File: src/rtl/axis_to_ram_writer.sv
// Writes one AXI-stream packet into a word-addressed RAM from address 0 and
// reports its byte length and error on a descriptor handshake. The optional
// feature AXIS_RAM_WR_ZERO_PAD_EN zeroes the bytes at and above mod on the eop beat.
module axis_to_ram_writer #(
  parameter int unsigned DAT_BYTS  = 8,
  parameter int unsigned RAM_DEPTH = 64,
  parameter int unsigned LEN_BITS  = $clog2(RAM_DEPTH * DAT_BYTS + 1)
) (
  input  logic                         i_clk,
  input  logic                         i_rst,
  input  logic [DAT_BYTS*8-1:0]        i_axi_dat,
  input  logic                         i_axi_val,
  input  logic                         i_axi_sop,
  input  logic                         i_axi_eop,
  input  logic                         i_axi_err,
  input  logic [$clog2(DAT_BYTS)-1:0]  i_axi_mod,
  output logic                         i_axi_rdy,
  output logic                         o_ram_en,
  output logic                         o_ram_we,
  output logic                         o_ram_re,
  output logic [$clog2(RAM_DEPTH)-1:0] o_ram_a,
  output logic [DAT_BYTS*8-1:0]        o_ram_d,
  output logic                         o_pkt_val,
  input  logic                         i_pkt_rdy,
  output logic [LEN_BITS-1:0]          o_pkt_len,
  output logic                         o_pkt_err
);

  localparam int unsigned ABITS = $clog2(RAM_DEPTH);
  localparam int unsigned CBITS = $clog2(RAM_DEPTH + 1);
  localparam logic [LEN_BITS-1:0] SatLen = LEN_BITS'(RAM_DEPTH * DAT_BYTS);

  typedef enum logic [1:0] {StIdle, StWrite, StDone} state_e;

  state_e                state_q, state_d;
  logic [CBITS-1:0]      beats_q, beats_d;
  logic                  err_q, err_d;
  logic [LEN_BITS-1:0]   len_q, len_d;
  logic                  val_q, val_d;
  logic                  rdy_q, rdy_d;
  logic                  ram_en_q;
  logic [ABITS-1:0]      ram_a_q;
  logic [DAT_BYTS*8-1:0] ram_d_q;

  logic                  accept, full, wr_en;
  logic [ABITS-1:0]      wr_a;
  logic [DAT_BYTS*8-1:0] wr_dat;
  logic [LEN_BITS-1:0]   last_bytes;

  assign accept     = i_axi_val && rdy_q;
  assign full       = (beats_q == CBITS'(RAM_DEPTH));
  assign last_bytes = (i_axi_mod == '0) ? LEN_BITS'(DAT_BYTS) : LEN_BITS'(i_axi_mod);

  always_comb begin
    wr_dat = i_axi_dat;
`ifdef AXIS_RAM_WR_ZERO_PAD_EN
    for (int b = 0; b < int'(DAT_BYTS); b++) begin
      if (i_axi_eop && (i_axi_mod != '0) && (b >= int'(i_axi_mod))) begin
        wr_dat[b*8 +: 8] = 8'h00;
      end
    end
`endif
  end

  always_comb begin
    state_d = state_q;
    beats_d = beats_q;
    err_d   = err_q;
    len_d   = len_q;
    val_d   = val_q;
    wr_en   = 1'b0;
    wr_a    = beats_q[ABITS-1:0];
    unique case (state_q)
      StIdle: begin
        // Beats without sop are discarded until a packet starts.
        if (accept && i_axi_sop) begin
          wr_en   = 1'b1;
          wr_a    = '0;
          beats_d = CBITS'(1);
          err_d   = i_axi_err;
          if (i_axi_eop) begin
            len_d   = last_bytes;
            state_d = StDone;
          end else begin
            state_d = StWrite;
          end
        end
      end
      StWrite: begin
        if (accept) begin
          err_d = err_q | i_axi_err | i_axi_sop;
          if (full) begin
            err_d = 1'b1;
          end else begin
            wr_en   = 1'b1;
            beats_d = beats_q + CBITS'(1);
          end
          if (i_axi_eop) begin
            len_d   = full ? SatLen
                           : LEN_BITS'(beats_q) * LEN_BITS'(DAT_BYTS) + last_bytes;
            state_d = StDone;
          end
        end
      end
      StDone: begin
        // First DONE cycle lets the final write commit before raising valid.
        if (!val_q) begin
          val_d = 1'b1;
        end else if (i_pkt_rdy) begin
          val_d   = 1'b0;
          beats_d = '0;
          err_d   = 1'b0;
          state_d = StIdle;
        end
      end
      default: state_d = StIdle;
    endcase
    rdy_d = (state_d != StDone);
  end

  always_ff @(posedge i_clk or posedge i_rst) begin
    if (i_rst) begin
      state_q  <= StIdle;
      beats_q  <= '0;
      err_q    <= 1'b0;
      len_q    <= '0;
      val_q    <= 1'b0;
      rdy_q    <= 1'b0;
      ram_en_q <= 1'b0;
      ram_a_q  <= '0;
      ram_d_q  <= '0;
    end else begin
      state_q  <= state_d;
      beats_q  <= beats_d;
      err_q    <= err_d;
      len_q    <= len_d;
      val_q    <= val_d;
      rdy_q    <= rdy_d;
      ram_en_q <= wr_en;
      if (wr_en) begin
        ram_a_q <= wr_a;
        ram_d_q <= wr_dat;
      end
    end
  end

  assign i_axi_rdy = rdy_q;
  assign o_ram_en  = ram_en_q;
  assign o_ram_we  = ram_en_q;
  assign o_ram_re  = 1'b0;
  assign o_ram_a   = ram_a_q;
  assign o_ram_d   = ram_d_q;
  assign o_pkt_val = val_q;
  assign o_pkt_len = len_q;
  assign o_pkt_err = err_q;

endmodule

File: config.mk
export PLATFORM = sky130hd
export DESIGN_NAME = axis_to_ram_writer
export DESIGN_NICKNAME = d
export VERILOG_FILES = /design/src/rtl/axis_to_ram_writer.sv
export SDC_FILE = /design/constraint.sdc
export NUM_CORES = 1
export LEC_CHECK = 0
export CELL_PAD_IN_SITES_DETAIL_PLACEMENT = 1
export CELL_PAD_IN_SITES_GLOBAL_PLACEMENT = 2
export CORE_ASPECT_RATIO = 0.9
export CORE_MARGIN = 4
export CORE_UTILIZATION = 31
export DETAILED_ROUTE_END_ITERATION = 8
export PLACE_DENSITY = 0.93
export SYNTH_ARGS = -nofsm -noshare
export SYNTH_HDL_FRONTEND = slang
export SYNTH_SLANG_ARGS = --single-unit
File: constraint.sdc
create_clock -name i_clk -period 5.5 [get_ports i_clk]
set_input_delay 1.375 -clock i_clk [delete_from_list [all_inputs] [get_ports i_clk]]
set_output_delay 1.375 -clock i_clk [all_outputs]
set_load 0.05 [all_outputs]
# Word-level counts from Yosys, hierarchy flattened
# Cells that the tools add are included.
dict set report word_totals {
  regBits 93
  latchBits 0
  mem_bits_rw 0
  romBits 0
  in_bits 74
  mem_count 0
}
dict set report classes {
  add_sub_neg 2
  mul 0
  div 0
  magnitude_cmp 0
  n_eq_ne 11
  n_shift 0
  mux 34
  bitwise 2
  reduce_logical 9
}
# op n
set ops {}
lappend ops {{10-bit 2-to-1 mux} 5}
lappend ops {{7-bit 2-to-1 mux} 5}
lappend ops {{7-bit case mux with 3 select lines} 1}
lappend ops {{10-bit case mux with 2 select lines} 1}
lappend ops {{2-bit inequality test, second input constant} 8}
lappend ops {{2-bit 2-to-1 mux} 6}
lappend ops {{6-bit 2-to-1 mux} 2}
lappend ops {{10-bit by 4-bit adder with 10-bit output} 1}
lappend ops {{1-bit 2-to-1 mux} 10}
lappend ops {{5-bit AND reduction} 2}
lappend ops {{7-bit by 1-bit adder with 7-bit output, second input constant} 1}
lappend ops {{7-bit equality test, second input constant} 1}
lappend ops {{2-bit case mux with 3 select lines} 1}
lappend ops {{6-bit AND reduction} 1}
lappend ops {{4-bit 2-to-1 mux} 1}
lappend ops {{3-bit zero test} 1}
lappend ops {{1-bit case mux with 3 select lines} 1}
lappend ops {{3-bit nonzero test} 1}
lappend ops {{2-bit by 1-bit equality test with 1-bit output, second input constant} 1}
lappend ops {{2-bit equality test, second input constant} 1}
lappend ops {{1-bit logical AND} 2}
lappend ops {{2-bit zero test} 1}
lappend ops {{1-bit bitwise OR} 2}
lappend ops {{1-bit case mux with 2 select lines} 1}
lappend ops {{2-bit nonzero test} 1}

# Logic depth before layout (Yosys ltp)
dict set report depth {
  depth_word 7
  depth_mapped 9
}

# Worst setup path before layout
# Ideal clock, no wire load.
dict set report synth_path {
  path_type {in2reg}
  startpoint {input port i_axi_val}
  endpoint {register beats_q[0]}
  setup_time_ns 0.146
  arrival_time_ns 2.552
  setup_slack_ns 2.802
  stages 4
  path_cell_list {nand2_1 -> a2111oi_0 -> mux2i_1 -> o311ai_0}
}
dict set report synth_between {
  elab_chain_len 4
  elab_cells_between_ends 5
  cone_classes {2 x eq/ne; 3 x reduce/logical}
}
# element line
set synth_rtl {}
lappend synth_rtl {{from (decl)} 12} ;# input logic i_axi_val,
lappend synth_rtl {{1-bit logical AND *} 50} ;# assign accept = i_axi_val && rdy_q;
lappend synth_rtl {{1-bit logical AND} 76} ;# if (accept && i_axi_sop) begin
lappend synth_rtl {{2-bit inequality test (no line)} n/a}
lappend synth_rtl {{6-bit AND reduction (no line) *} n/a}
lappend synth_rtl {{to (signal assigned)} 134} ;# beats_q <= beats_d;
lappend synth_rtl {{to (decl)} 36} ;# logic [CBITS-1:0] beats_q, beats_d;
# Every way passes the cells marked *; elsewhere a longest branch is shown, timed or not.
# A chain may end at the register's enable or synchronous reset.

# Worst setup path after layout
dict set report layout_path {
  startpoint {input port i_axi_val}
  endpoint {register ram_d_q[56], in the netlist o_ram_d[56]}
}
dict set report layout_between {
  elab_chain_len 4
  elab_cells_between_ends 5
  cone_classes {3 x mux; 2 x reduce/logical}
}
# element line
set layout_rtl {}
lappend layout_rtl {{1-bit logical AND *} 50}
lappend layout_rtl {{1-bit logical AND} 76}
lappend layout_rtl {{1-bit 2-to-1 mux} 76}
lappend layout_rtl {{1-bit case mux with 2 select lines *} 73} ;# unique case (state_q)
lappend layout_rtl {{to (signal assigned)} 142} ;# ram_d_q <= wr_dat;
lappend layout_rtl {{to (decl)} 43} ;# logic [DAT_BYTS*8-1:0] ram_d_q;
# Marked as above.

==> impl_metrics.tcl <==
set metrics [dict create \
    die_y_um 119 \
    power.switching_uw 1980 \
    status "finished clean" \
    combPwrFrac 0.579 \
    ctsResizeCount 0 \
    layout_commonest_cell "clkdlybuf4s50_1" \
    swShare 0.450 \
    fillers 1393 \
    r2r-start "state_q[1]" \
    cts-root-buf "clkbuf_16" \
    setup_viol 0 \
    top_layer_used "met4" \
    cp_slowest_cell "inv_4" \
    fp-row-count 40 \
    wire_per_inst_um 18.3 \
    synth_area_leaders "dfrtp_1 55%, mux2_4 17%, mux2_2 4.2%, buf_12 2.8%, ha_1 2.4%" \
    async_flop_share 1.00 \
    ios 160 \
    min_period_ns 3.36 \
    skew_ns 0.00544 \
    core_area_sq_mm 0.0134 \
    routed_wl_um 11500 \
    ys.flop_type "dfrtp_1" \
    end_kind "flip-flop" \
    r2r_cells 6 \
    max_freq_mhz 297 \
    synth_top_cell_area_share 0.547 \
    stdcell_area_sq_mm 0.00620 \
    cts_setup_buffers 0 \
    synthDistinctLibCells 48 \
    rsz0062_at_grt "false" \
    n_antenna_cell 0 \
    cts_tree "done" \
    arrival_ns 3.59 \
    clkTransAtPathRegs_ns 0.07 \
    crit_fanout 65 \
    drt_first_pass_iters 4 \
    drive_above_1_share 0.190 \
    drt_iter0_drc 104 \
    drc_errors 0 \
    grt_pass1_vias 3290 \
    cts_hold_buf 0 \
    power_density_mw_per_mm2 708 \
    ant_nets 0 \
    grt_antenna_before_repair 0 \
    dieArea_sq_mm 0.0157 \
    grt_first_pass_wirelength_um 18900 \
    gr-total-overflow 0 \
    gp_congestion 0.731 \
    fp.dieW_um 131 \
    most-common-layout-cells "158 x clkdlybuf4s50_1, 93 x dfrtp_1, 49 x mux2_4" \
    dpl_cell_area_sq_mm 0.00587 \
    finalHoldViolations 0 \
    wl_met2_um 5990 \
    slowest_delay_ns 0.73 \
    io_buffer_count 158 \
    syn-num-nets 383 \
    clk_latency_ns 0.34 \
    wl_met3_um 550 \
    syn_area_sq_mm 0.00425 \
    worstReg2RegEnd "o_ram_d[56]" \
    worstSetupStartpointType "input pin" \
    met1_length_um 4800 \
    synth_edf_count 0 \
    startpoint "i_axi_val" \
    tightest_slew_ns 1.09 \
    syn2layout_area_growth_pct 45.8 \
    vdd_drop_max_mv 0.225 \
    crit_type "input pin to flip-flop" \
    nNetsFinal 536 \
    ys_seq_elements 93 \
    rrSetupSlack_ns 2.66 \
    cap_viol_max_count 0 \
    vias_per_cell 4.72 \
    ys_warn_count 0 \
    grt_usage 0.152 \
    avgSynthCellArea_sq_um 14.1 \
    internal_power_uw 2420 \
    critical_path.cell_chain "clkdlybuf4s50_1 > nand2_1 > a21o_4 > inv_4 > mux2_2" \
    relSlewSlack 0.251 \
    slew_viol_final 0 \
    seq_area_frac_synth 0.547 \
    fin_crit_sh 0.612 \
    cts_buffers 9 \
    cts_sinks 93 \
    grt_max_degree 66 \
    start_util 0.317 \
    cp-endpoint "o_ram_d[56]" \
    hold_class "flip-flop to flip-flop" \
    yosys.area.top_type "dfrtp_1" \
    seqPwrFrac 0.267 \
    cts_buffer_depth 2 \
    clockPowerShare 0.154 \
    post-dp-hpwl_um 8560 \
    setup_tns_ns 0 \
    vias 2957 \
    crit_required_ns 5.72 \
    synthCells 301 \
    power_leakage_uw 0.00264 \
    htreeDepth 3 \
]
synthesized netlist by cell type, types with 2 or more instances:
library cell,number
mux2_4,49
nor2_1,4
a22o_1,6
mux2_2,16
nand4_1,3
and2_1,2
buf_12,6
nor3_1,5
a21oi_1,4
nand2b_1,2
ha_1,8
mux2i_1,3
nand3_1,7
dfrtp_1,93
buf_4,2
and3_1,4
o21ai_0,6
clkbuf_1,6
nand2_1,21
o31ai_1,6
xor2_1,3
o21a_1,2
a31oi_1,8
a21o_1,2
nor2b_1,2
inv_1,8
xnor2_1,2
area by class of cell:
type | count | area (sq um) | share of cell area
flip-flops and latches | 93 | 2330 | 0.375
multi-input cells | 182 | 1710 | 0.276
repair buffers | 159 | 1590 | 0.256
clock buffers | 11 | 243 | 0.0392
well taps | 168 | 210 | 0.0339
clock inverters | 5 | 83.8 | 0.0135
inverters | 9 | 37.5 | 0.00605
cells by family after synthesis:
group | Yosys count | synth area share
compound gates | 46 | 0.0821
simple gates | 54 | 0.0627
mux | 68 | 0.222
xor+xnor | 5 | 0.0103
other cells | 1 | 0.000882
fa+ha+maj | 8 | 0.0235
flops | 93 | 0.547
buf+inv | 26 | 0.0506
sequential cells by signal, summed over array words and instances (netlist names), 2 cells and up:
| signal | count |
|---|---|
| o_ram_d | 64 |
| o_pkt_len | 10 |
| beats_q | 7 |
| o_ram_a | 6 |
| state_q | 2 |
power groups by stage:
stage | logic [uW] | registers (uW) | clock network [uW]
4_1_cts | 2570 | 1180 | 695
5_1_grt | 2650 | 1220 | 731
3_3_place_gp | 2510 | 1170 | 0
6_report | 2540 | 1170 | 675
2_1_floorplan | 877 | 2120 | 0
3_5_place_dp | 2560 | 1190 | 0
stage by stage:
step / instances / utilization / hold WS [ns] / power, uW / setup slack [ns]
global placement: 611 / 0.438 / 0.466 / 3680 / 1.85
global route: 627 / 0.462 / 0.510 / 4600 / 2.05
finish: 627 / 0.462 / 0.482 / 4390 / 2.14
floorplan: 301 / - / 0.542 / 2990 / 1.70
CTS: 627 / 0.462 / 0.494 / 4450 / 2.16
detailed placement: 611 / 0.438 / 0.478 / 3740 / 1.80
how the worst min path moves through the flow:
| stage | from | endpoint | cells after the start |
|---|---|---|---|
| floorplan | beats_q[3] | beats_q[3] | 1 |
| global placement | o_pkt_len[5] | o_pkt_len[5] | 2 |
| detailed placement | o_pkt_len[6] | o_pkt_len[6] | 2 |
| CTS | o_pkt_len[6] | o_pkt_len[6] | 2 |
| global route | o_pkt_len[5] | o_pkt_len[5] | 2 |
| finish | o_pkt_len[5] | o_pkt_len[5] | 2 |
critical path: cells and delay by family:
family	cells	cell delay (ns)
multiplexers	1	0.43
buffers and inverters	2	1.26
AO/OA/AOI/OAI	1	0.26
AND/OR/NAND/NOR	1	0.17
routing by layer:
metal  vias up  GRT usage
met5         -          0
met4         0     0.0512
met3        10     0.0359
met2        89      0.266
met1      1479      0.185
li1       1379          -
Power figures use the tool's default switching activity.
